===== config.mk =====
export PLATFORM = sky130hd
export DESIGN_NAME = uart_tx_buffer
export DESIGN_NICKNAME = d
export VERILOG_FILES = /design/src/rtl/uart_pkg.sv /design/src/rtl/sync_fifo.sv /design/src/rtl/uart_tx_buffer.sv
export SDC_FILE = /design/constraint.sdc
export NUM_CORES = 1
export LEC_CHECK = 0
export CAP_MARGIN = 15
export CORE_ASPECT_RATIO = 0.7
export CORE_MARGIN = 2
export CORE_UTILIZATION = 55
export DETAILED_ROUTE_END_ITERATION = 10
export PLACE_DENSITY = 0.77
export SETUP_SLACK_MARGIN = 0.3
export SLEW_MARGIN = 5
export SYNTH_ARGS = -nofsm -noshare
export SYNTH_HDL_FRONTEND = slang
export SYNTH_SLANG_ARGS = --single-unit

===== constraint.sdc =====
create_clock -name clk -period 2.7 [get_ports clk]
set_input_delay 0.27 -clock clk [delete_from_list [all_inputs] [get_ports clk]]
set_output_delay 0.27 -clock clk [all_outputs]
set_load 0.05 [all_outputs]

===== src/rtl/uart_pkg.sv =====
// Shared definitions for the UART transmit path: byte width, drain FSM
// encodings and common ASCII characters.
package uart_pkg;

   localparam int unsigned BYTE_W = 8;

   typedef logic [BYTE_W-1:0] byte_t;

   localparam logic [1:0] ST_IDLE      = 2'd0;
   localparam logic [1:0] ST_LOAD      = 2'd1;
   localparam logic [1:0] ST_WAIT_BUSY = 2'd2;
   localparam logic [1:0] ST_WAIT_DONE = 2'd3;

   localparam byte_t CH_A  = 8'h41;
   localparam byte_t CH_B  = 8'h42;
   localparam byte_t CH_CR = 8'h0D;
   localparam byte_t CH_LF = 8'h0A;

endpackage


===== src/rtl/sync_fifo.sv =====
// Synchronous byte FIFO with level-derived full/empty and a registered read port.
// push_i/pop_i are accepted requests; flush_i overrides both.
module sync_fifo
   import uart_pkg::*;
#(
   parameter int unsigned DEPTH = 32,
   parameter int unsigned AW    = 5
) (
   input  logic          clk,
   input  logic          rst_n,
   input  logic          push_i,
   input  logic [BYTE_W-1:0] wr_data_i,
   input  logic          pop_i,
   input  logic          flush_i,
   output logic [BYTE_W-1:0] rd_data_o,
   output logic          full_o,
   output logic          empty_o,
   output logic [AW:0]   level_o
);

   byte_t           mem_q [DEPTH];
   logic [AW-1:0]   wr_ptr_q, wr_ptr_d;
   logic [AW-1:0]   rd_ptr_q, rd_ptr_d;
   logic [AW:0]     level_q, level_d;
   logic            full_q, full_d;
   logic            empty_q, empty_d;
   byte_t           rd_data_q;

   // Pointer and occupancy update; pointers wrap naturally at AW bits.
   always_comb begin
      wr_ptr_d = wr_ptr_q;
      rd_ptr_d = rd_ptr_q;
      level_d  = level_q;
      if (flush_i) begin
         wr_ptr_d = '0;
         rd_ptr_d = '0;
         level_d  = '0;
      end else begin
         if (push_i) wr_ptr_d = wr_ptr_q + AW'(1);
         if (pop_i)  rd_ptr_d = rd_ptr_q + AW'(1);
         level_d = level_q + (AW+1)'(push_i) - (AW+1)'(pop_i);
      end
      full_d  = (level_d == (AW+1)'(DEPTH));
      empty_d = (level_d == '0);
   end

   always_ff @(posedge clk) begin
      if (!rst_n) begin
         wr_ptr_q  <= '0;
         rd_ptr_q  <= '0;
         level_q   <= '0;
         full_q    <= 1'b0;
         empty_q   <= 1'b1;
         rd_data_q <= '0;
      end else begin
         wr_ptr_q <= wr_ptr_d;
         rd_ptr_q <= rd_ptr_d;
         level_q  <= level_d;
         full_q   <= full_d;
         empty_q  <= empty_d;
         if (pop_i && !flush_i) rd_data_q <= mem_q[rd_ptr_q];
      end
   end

   // Storage needs no reset; occupancy alone says what is valid.
   always_ff @(posedge clk) begin
      if (push_i && !flush_i) mem_q[wr_ptr_q] <= wr_data_i;
   end

   assign rd_data_o = rd_data_q;
   assign full_o    = full_q;
   assign empty_o   = empty_q;
   assign level_o   = level_q;

endmodule


===== src/rtl/uart_tx_buffer.sv =====
// Byte buffer in front of the UART transmitter core: accepts pushes into a FIFO
// and drains it one byte per frame over the core's strobe/busy handshake.
module uart_tx_buffer
   import uart_pkg::*;
#(
   parameter int unsigned DEPTH     = 32,
   parameter int unsigned AW        = 5,
   parameter int unsigned BUSY_WAIT = 4
) (
   input  logic              clk,
   input  logic              rst_n,
   input  logic              wr_en,
   input  logic [BYTE_W-1:0] wr_data,
   input  logic              flush,
   output logic              full,
   output logic              empty,
   output logic [AW:0]       level,
   output logic              overflow,
   output logic              uart_wr,
   output logic [BYTE_W-1:0] uart_dat,
   input  logic              uart_busy,
   output logic              tx_done
);

   localparam int unsigned CW = $clog2(BUSY_WAIT + 1);

   logic [1:0]    state_q, state_d;
   logic [CW-1:0] wait_cnt_q, wait_cnt_d;
   logic          uart_wr_q, uart_wr_d;
   logic          tx_done_q, tx_done_d;
   logic          ovf_q, ovf_d;
   logic          pop_c;
   logic          push_c;
   logic          fifo_full;
   logic          fifo_empty;

   sync_fifo #(
      .DEPTH (DEPTH),
      .AW    (AW)
   ) u_fifo (
      .clk       (clk),
      .rst_n     (rst_n),
      .push_i    (push_c),
      .wr_data_i (wr_data),
      .pop_i     (pop_c),
      .flush_i   (flush),
      .rd_data_o (uart_dat),
      .full_o    (fifo_full),
      .empty_o   (fifo_empty),
      .level_o   (level)
   );

   // Drain FSM; a flush in IDLE discards the head byte instead of launching it.
   always_comb begin
      state_d    = state_q;
      wait_cnt_d = wait_cnt_q;
      uart_wr_d  = 1'b0;
      tx_done_d  = 1'b0;
      pop_c      = 1'b0;
      case (state_q)
         ST_IDLE: begin
            if (!fifo_empty && !uart_busy && !flush) begin
               pop_c     = 1'b1;
               uart_wr_d = 1'b1;
               state_d   = ST_LOAD;
            end
         end
         ST_LOAD: begin
            wait_cnt_d = '0;
            state_d    = ST_WAIT_BUSY;
         end
         ST_WAIT_BUSY: begin
            if (uart_busy) begin
               state_d = ST_WAIT_DONE;
            end else begin
               wait_cnt_d = wait_cnt_q + CW'(1);
               if (wait_cnt_q == CW'(BUSY_WAIT - 1)) state_d = ST_WAIT_DONE;
            end
         end
         ST_WAIT_DONE: begin
            if (!uart_busy) begin
               tx_done_d = 1'b1;
               state_d   = ST_IDLE;
            end
         end
         default: state_d = ST_IDLE;
      endcase
   end

   // A pop in the same cycle frees a slot, so a push while full is accepted then.
   always_comb begin
      push_c = wr_en && !flush && (!fifo_full || pop_c);
      ovf_d  = ovf_q;
      if (flush) begin
         ovf_d = 1'b0;
      end else if (wr_en && fifo_full && !pop_c) begin
         ovf_d = 1'b1;
      end
   end

   always_ff @(posedge clk) begin
      if (!rst_n) begin
         state_q    <= ST_IDLE;
         wait_cnt_q <= '0;
         uart_wr_q  <= 1'b0;
         tx_done_q  <= 1'b0;
         ovf_q      <= 1'b0;
      end else begin
         state_q    <= state_d;
         wait_cnt_q <= wait_cnt_d;
         uart_wr_q  <= uart_wr_d;
         tx_done_q  <= tx_done_d;
         ovf_q      <= ovf_d;
      end
   end

   assign full     = fifo_full;
   assign empty    = fifo_empty;
   assign overflow = ovf_q;
   assign uart_wr  = uart_wr_q;
   assign tx_done  = tx_done_q;

endmodule

* Word level (Yosys, flattened, before mapping)
Memories as Yosys holds them, arrays and structs flattened. A register that Yosys moved wholly into a read port is not among the register bits. Index checks and enable logic that the tools add are counted.
Storage, ports and cells: bits of input ports 13, output and inout bits 19, latch bits 0, logic and storage cells 61, memories 1, RAM bits 256, bits in registers 26, memory bits (read-only) 0
Memories:
- u_fifo.mem_q | words 32, width 8, read ports 1, clocked after memory_dff 1, write ports 1, RTL line sync_fifo.sv:21 | byte_t mem_q [DEPTH];
Cells by class: multiply operators 0, $lt $le $gt $ge 0, equality and inequality tests 9, div/mod/pow operators 0, mux-type cells 13, add/subtract/negate cells 5, bitwise operators 1, shift-type cells 0, reductions and logical operators 22
Operator list (count):
- 5-bit by 1-bit adder with 5-bit output, second input constant | 2
- 1-bit logical AND | 8
- 2-bit 2-to-1 mux | 4
- 2-bit one-hot mux with 4 select lines | 1
- 6-bit by 1-bit adder with 6-bit output | 1
- 6-bit == test, second input constant | 1
- 1-bit zero test | 6
- 6-bit zero test | 1
- 6-bit 2-to-1 mux | 1
- 2-bit != test, second input constant | 3
- 3-bit one-hot mux with 2 select lines | 1
- 6-bit by 1-bit subtractor with 6-bit output | 1
- 1-bit 2-to-1 mux | 5
- 2-bit == test, second input constant | 2
- 2-bit AND reduction | 2
- 3-bit by 1-bit adder with 3-bit output, second input constant | 1
- 3-bit by 2-bit == test with 1-bit output, second input constant | 1
- 3-bit 2-to-1 mux | 1
- 3-bit != test, second input constant | 1
- 3-bit AND reduction | 1
- 2-bit by 1-bit == test with 1-bit output, second input constant | 1
- 2-bit zero test | 1
- 2-bit nonzero test | 1
- 2-bit OR reduction | 1
- other kinds (2) | 2

* Depth between registers and ports, before layout
depth in word-level cells 11, mapped depth 13, mapped depth without buffers 12

* Cells and area by module
A second synthesis with hierarchy kept.
Unflattened totals: cell total of the unflattened synthesis 659, area total of the unflattened synthesis 11631.2 um^2
By module, submodules not included:
- sync_fifo | times used 1, area an instance 11170.7 um^2, cells each 613
- uart_tx_buffer | times used 1, area an instance 460.4 um^2, cells each 46

* Least setup slack after synthesis
Ideal clock, no wire load.
path type register to register, start register state_q[0], end register u_fifo.empty_q (netlist: u_fifo.empty_o), stages on the path, launching flop included 14, path buffers 1, data required time 2614 ps, arrival time 2882 ps, clock period less this slack 2968 ps, path slack -268 ps, path through dfxtp_1 > inv_1 > ha_1 > or3b_1 > nor2_2 > buf_6 > xor2_1 > ha_1 > fa_1 > a21o_1 > a21oi_1 > xor2_1 > nor2_1 > a211oi_1
Between the ends: word-level cells in the longest chain between the ends 8
Ends and longest elaborated chain:
- start, declared | RTL line uart_tx_buffer.sv:27 | logic [1:0] state_q, state_d;
- start signal, assigned | RTL line uart_tx_buffer.sv:109 | state_q <= state_d;
- 2-bit zero test (*) | RTL line uart_tx_buffer.sv:60 | case (state_q)
- 1-bit 2-to-1 mux (*)
- 1-bit logical OR | RTL line uart_tx_buffer.sv:92 | push_c = wr_en && !flush && (!fifo_full || pop_c);
- 1-bit logical AND | RTL line uart_tx_buffer.sv:92
- 6-bit by 1-bit adder with 6-bit output | RTL line sync_fifo.sv:41 | level_d = level_q + (AW+1)'(push_i) - (AW+1)'(pop_i);
- 6-bit by 1-bit subtractor with 6-bit output (*) | RTL line sync_fifo.sv:41
- 6-bit 2-to-1 mux (*) | RTL line sync_fifo.sv:34 | if (flush_i) begin
- 6-bit zero test (*) | RTL line sync_fifo.sv:44 | empty_d = (level_d == '0);
- end signal, assigned | RTL line sync_fifo.sv:60 | empty_q <= empty_d;
- end, declared | RTL line sync_fifo.sv:26 | logic empty_q, empty_d;
Every way passes the cells marked *; elsewhere a longest branch is shown, timed or not. A chain may end at the register's enable or synchronous reset.

* Final worst setup path
start register state_q[1], end register u_fifo.empty_q (netlist: u_fifo.empty_o)
Same word-level chain as after synthesis.

==> metrics.cfg <==
[die]
die_h_um = 126
row_count = 44
dieArea_um2 = 22300
io_pins = 32
fp.dieW_um = 178
coreArea_um2 = 20700
initial_core_util_pct = 56.1

[logic_synthesis]
synth_top_area_cell = edfxtp_1
syn_inst = 647
synth_cell_types = 53
netlist_area_um2 = 11600
synth_edf_count = 256
avgSynthCellArea_um2 = 17.9
ys_ff_latch = 290
seq_area_frac_synth_pct = 72.1
async_flop_share_pct = 0
synth.top_cell.area_share_pct = 66.2
yosysWarnings = 0
syn_nets = 678
synth.area.top_cells = edfxtp_1 (66%), mux4_2 (7.4%), dfxtp_1 (5.9%), mux2i_1 (2.8%), mux4_1 (2.3%)
synthFlopType = edfxtp_1

[grt]
overflow = 0
grt_usage_pct = 23.4
grt_pass1_wl_um = 38700
grt_max_degree = 33
grt_pass1_vias = 6569
antenna_found_initial = 1

[timing]
final_max_slew_viol_count = 0
hold_violations = 0
period_needed_ps = 2710
setup_viol = 2
setup_ws_ps = -5.38
rsz0062_at_grt = true
slew_headroom_pct = 52.2
period_share_pct = 100
max_freq_mhz = 370
skew_ps = 10.2
worstMarginPinSlew_ps = 716

[detailed_routing]
vias = 6371
routed_wl_um = 25400
post-route-drc-count = 0
vias_per_cell = 6.12
dr.first_iter.drc_count = 659
firstDrtPassIters = 5
detail-route-antenna-nets = 0
post_drt_wl_per_cell_um = 24.4

[worst_setup_path]
start_kind = register
worstRegToRegCells = 11
arrival_ps = 3150
worstPathCellList = inv_2 -> ha_4 -> or3b_4 -> or3_4 -> buf_6 -> fa_2 -> a21o_1 -> a21oi_2 -> xor2_1 -> nor2_1 -> a211oi_2
r2r_slack_ps = -5
critPathSlowestCell = or3b_4
crit_fanout = 3
r2r_end = u_fifo.empty_o
crit-reg2reg-launch = state_q[1]
required_ps = 3140
endpoint_kind = register
critPathKind = register to register
cp_slowest_stage_delay_ps = 400

[power_and_ir_drop]
finalPower_mw = 9.53
power.leakage_nw = 4.40
p_per_area_nw_per_um2 = 703
vdd.ir_drop.worst_mv = 0.467

[outcome]
violations = negative setup slack
outcome = finished with violations

[cells_and_area]
antenna_cells = 0
drive_gt1_share_pct = 23.9
syn_to_final_growth_pct = 16.8
finalNetCount = 776

[placed_design]
dp_slack_ps = -193
gp_congestion = 0.874
portBuffers = 31
dp_hpwl_um = 16100

[cts]
cts_root_buf = clkbuf_16
cts_sinks = 290
cts_max_path_buffers = 3
cts_tree = yes
clk_pin_slew_ps = 60
htreeDepth = 1
cts_made_buffers = 26
clk_latency_ps = 530
ctsHoldBuffers = 0

[min_path]
hold_class = primary input to register
hp-start = wr_en
hold_path_end = overflow
hold_depth = 3

[flow_run]
drv_cap = 0

==> per-layer routing <==
layer | wire length [µm] | GRT usage, % | vias up
li1 | - | - | 2772
met1 | 11200 | 34.8 | 3272
met2 | 11700 | 35.9 | 276
met3 | 1930 | 4.81 | 51
met4 | 590 | 6.03 | 0
met5 | 0 | 0 | -
==> stage by stage <==
stage | TNS (ps) | util [%] | cell area, µm² | std cells | hold WS (ps)
after floorplan | -1.27 | - | 11600 | 647 | 342
after global placement | -117 | 60.7 | 12600 | 985 | 471
after detailed placement | -382 | 60.7 | 12600 | 985 | 465
after CTS | 0 | 64.9 | 13400 | 1039 | 432
after global routing | -181 | 65.5 | 13600 | 1041 | 450
final | -5.58 | 65.5 | 13600 | 1041 | 452
==> power by group <==
group	internal, mW	switching (mW)
Sequential	4.95	0.0542
Clock	2.01	1.56
Combinational	0.399	0.568
==> how the worst max path moves through the flow <==
stage	start	slack (ps)	to
global route	state_q[1]	-100	u_fifo.full_o
floorplan	state_q[0]	-0.9	u_fifo.empty_o
finish	state_q[1]	-5	u_fifo.empty_o
global placement	uart_busy	-60	u_fifo.empty_o
detailed placement	uart_busy	-190	u_fifo.full_o
CTS	state_q[1]	30	u_fifo.full_o
==> worst max-delay path, delay by kind of cell (launching register included) <==
family,cells,cell delay (ps)
AOI/OAI and AO/OA,3,510
xor gates and xnor gates,1,220
adders and majority gates,2,500
buffers and inverters,2,210
DFF,1,330
and+or+nand+nor,3,870
==> synth_stat cells, types with 2 or more instances <==
library cell,number
edfxtp_1,256
nor2_1,57
mux4_2,38
dfxtp_1,34
mux2i_1,33
a22oi_1,17
ha_1,17
nand2_1,15
a21oi_1,14
inv_1,14
o22ai_1,14
a211oi_1,10
buf_2,10
mux4_1,10
xor2_1,9
buf_6,8
nor2b_1,8
a22o_1,7
clkbuf_1,7
o221ai_1,7
nand3_1,5
nand3b_1,4
nand4_1,4
xnor2_1,4
and2_1,3
nand2b_1,3
nor3_1,3
o21ai_0,3
a21o_1,2
buf_1,2
buf_8,2
mux2_2,2
o211ai_1,2
or3_1,2
or3b_1,2
or3b_2,2
==> registers in the layout (all words and copies together) (netlist names) <==
| name | count |
|---|---|
| u_fifo.empty_o | 1 |
| u_fifo.mem_q | 256 |
| overflow | 1 |
| u_fifo.rd_data_o | 8 |
| u_fifo.wr_ptr_q | 5 |
| u_fifo.rd_ptr_q | 5 |
| wait_cnt_q | 3 |
| u_fifo.level_o | 6 |
| tx_done | 1 |
| state_q | 2 |
| u_fifo.full_o | 1 |
| uart_wr | 1 |
==> placed cells by master (no fill, tap or decap), types with 14 or more instances in the layout <==
master and count:
mux4_2 38, buf_4 59, o22ai_1 14, mux2i_1 33, nor2_1 52, clkdlybuf4s50_1 31, clkbuf_16 27, a22oi_1 17
dfxtp_1 30, ha_1 14, edfxtp_1 256
==> cell type report <==
class	count	area, µm²
fillers	1408	7140
well taps	276	345
inverters	14	55.1
multi-input cells	310	3040
flip-flops and latches	290	8380
repair buffers	103	917
clock inverters	19	138
clock buffers	29	683
==> what timing repair did <==
item	CTS	global route
cloned	0	0
hold endpoints to repair	0	0
endpoints found under the setup margin	108	240
pin swaps	9	8
gates resized for setup	7	24
setup buffers	6	1
==> cell families after synthesis <==
kind of cell,Yosys count,share of synthesized area (%)
multiplexers,83,12.7
XOR/XNOR,13,0.981
flip-flops,290,72.1
AO/OA/AOI/OAI,83,5.07
AND/OR/NAND/NOR,113,4.59
adder cells (fa/ha/maj),18,2.01
buffers and inverters,47,2.56
No activity file was read; power rests on OpenSTA's default activity.
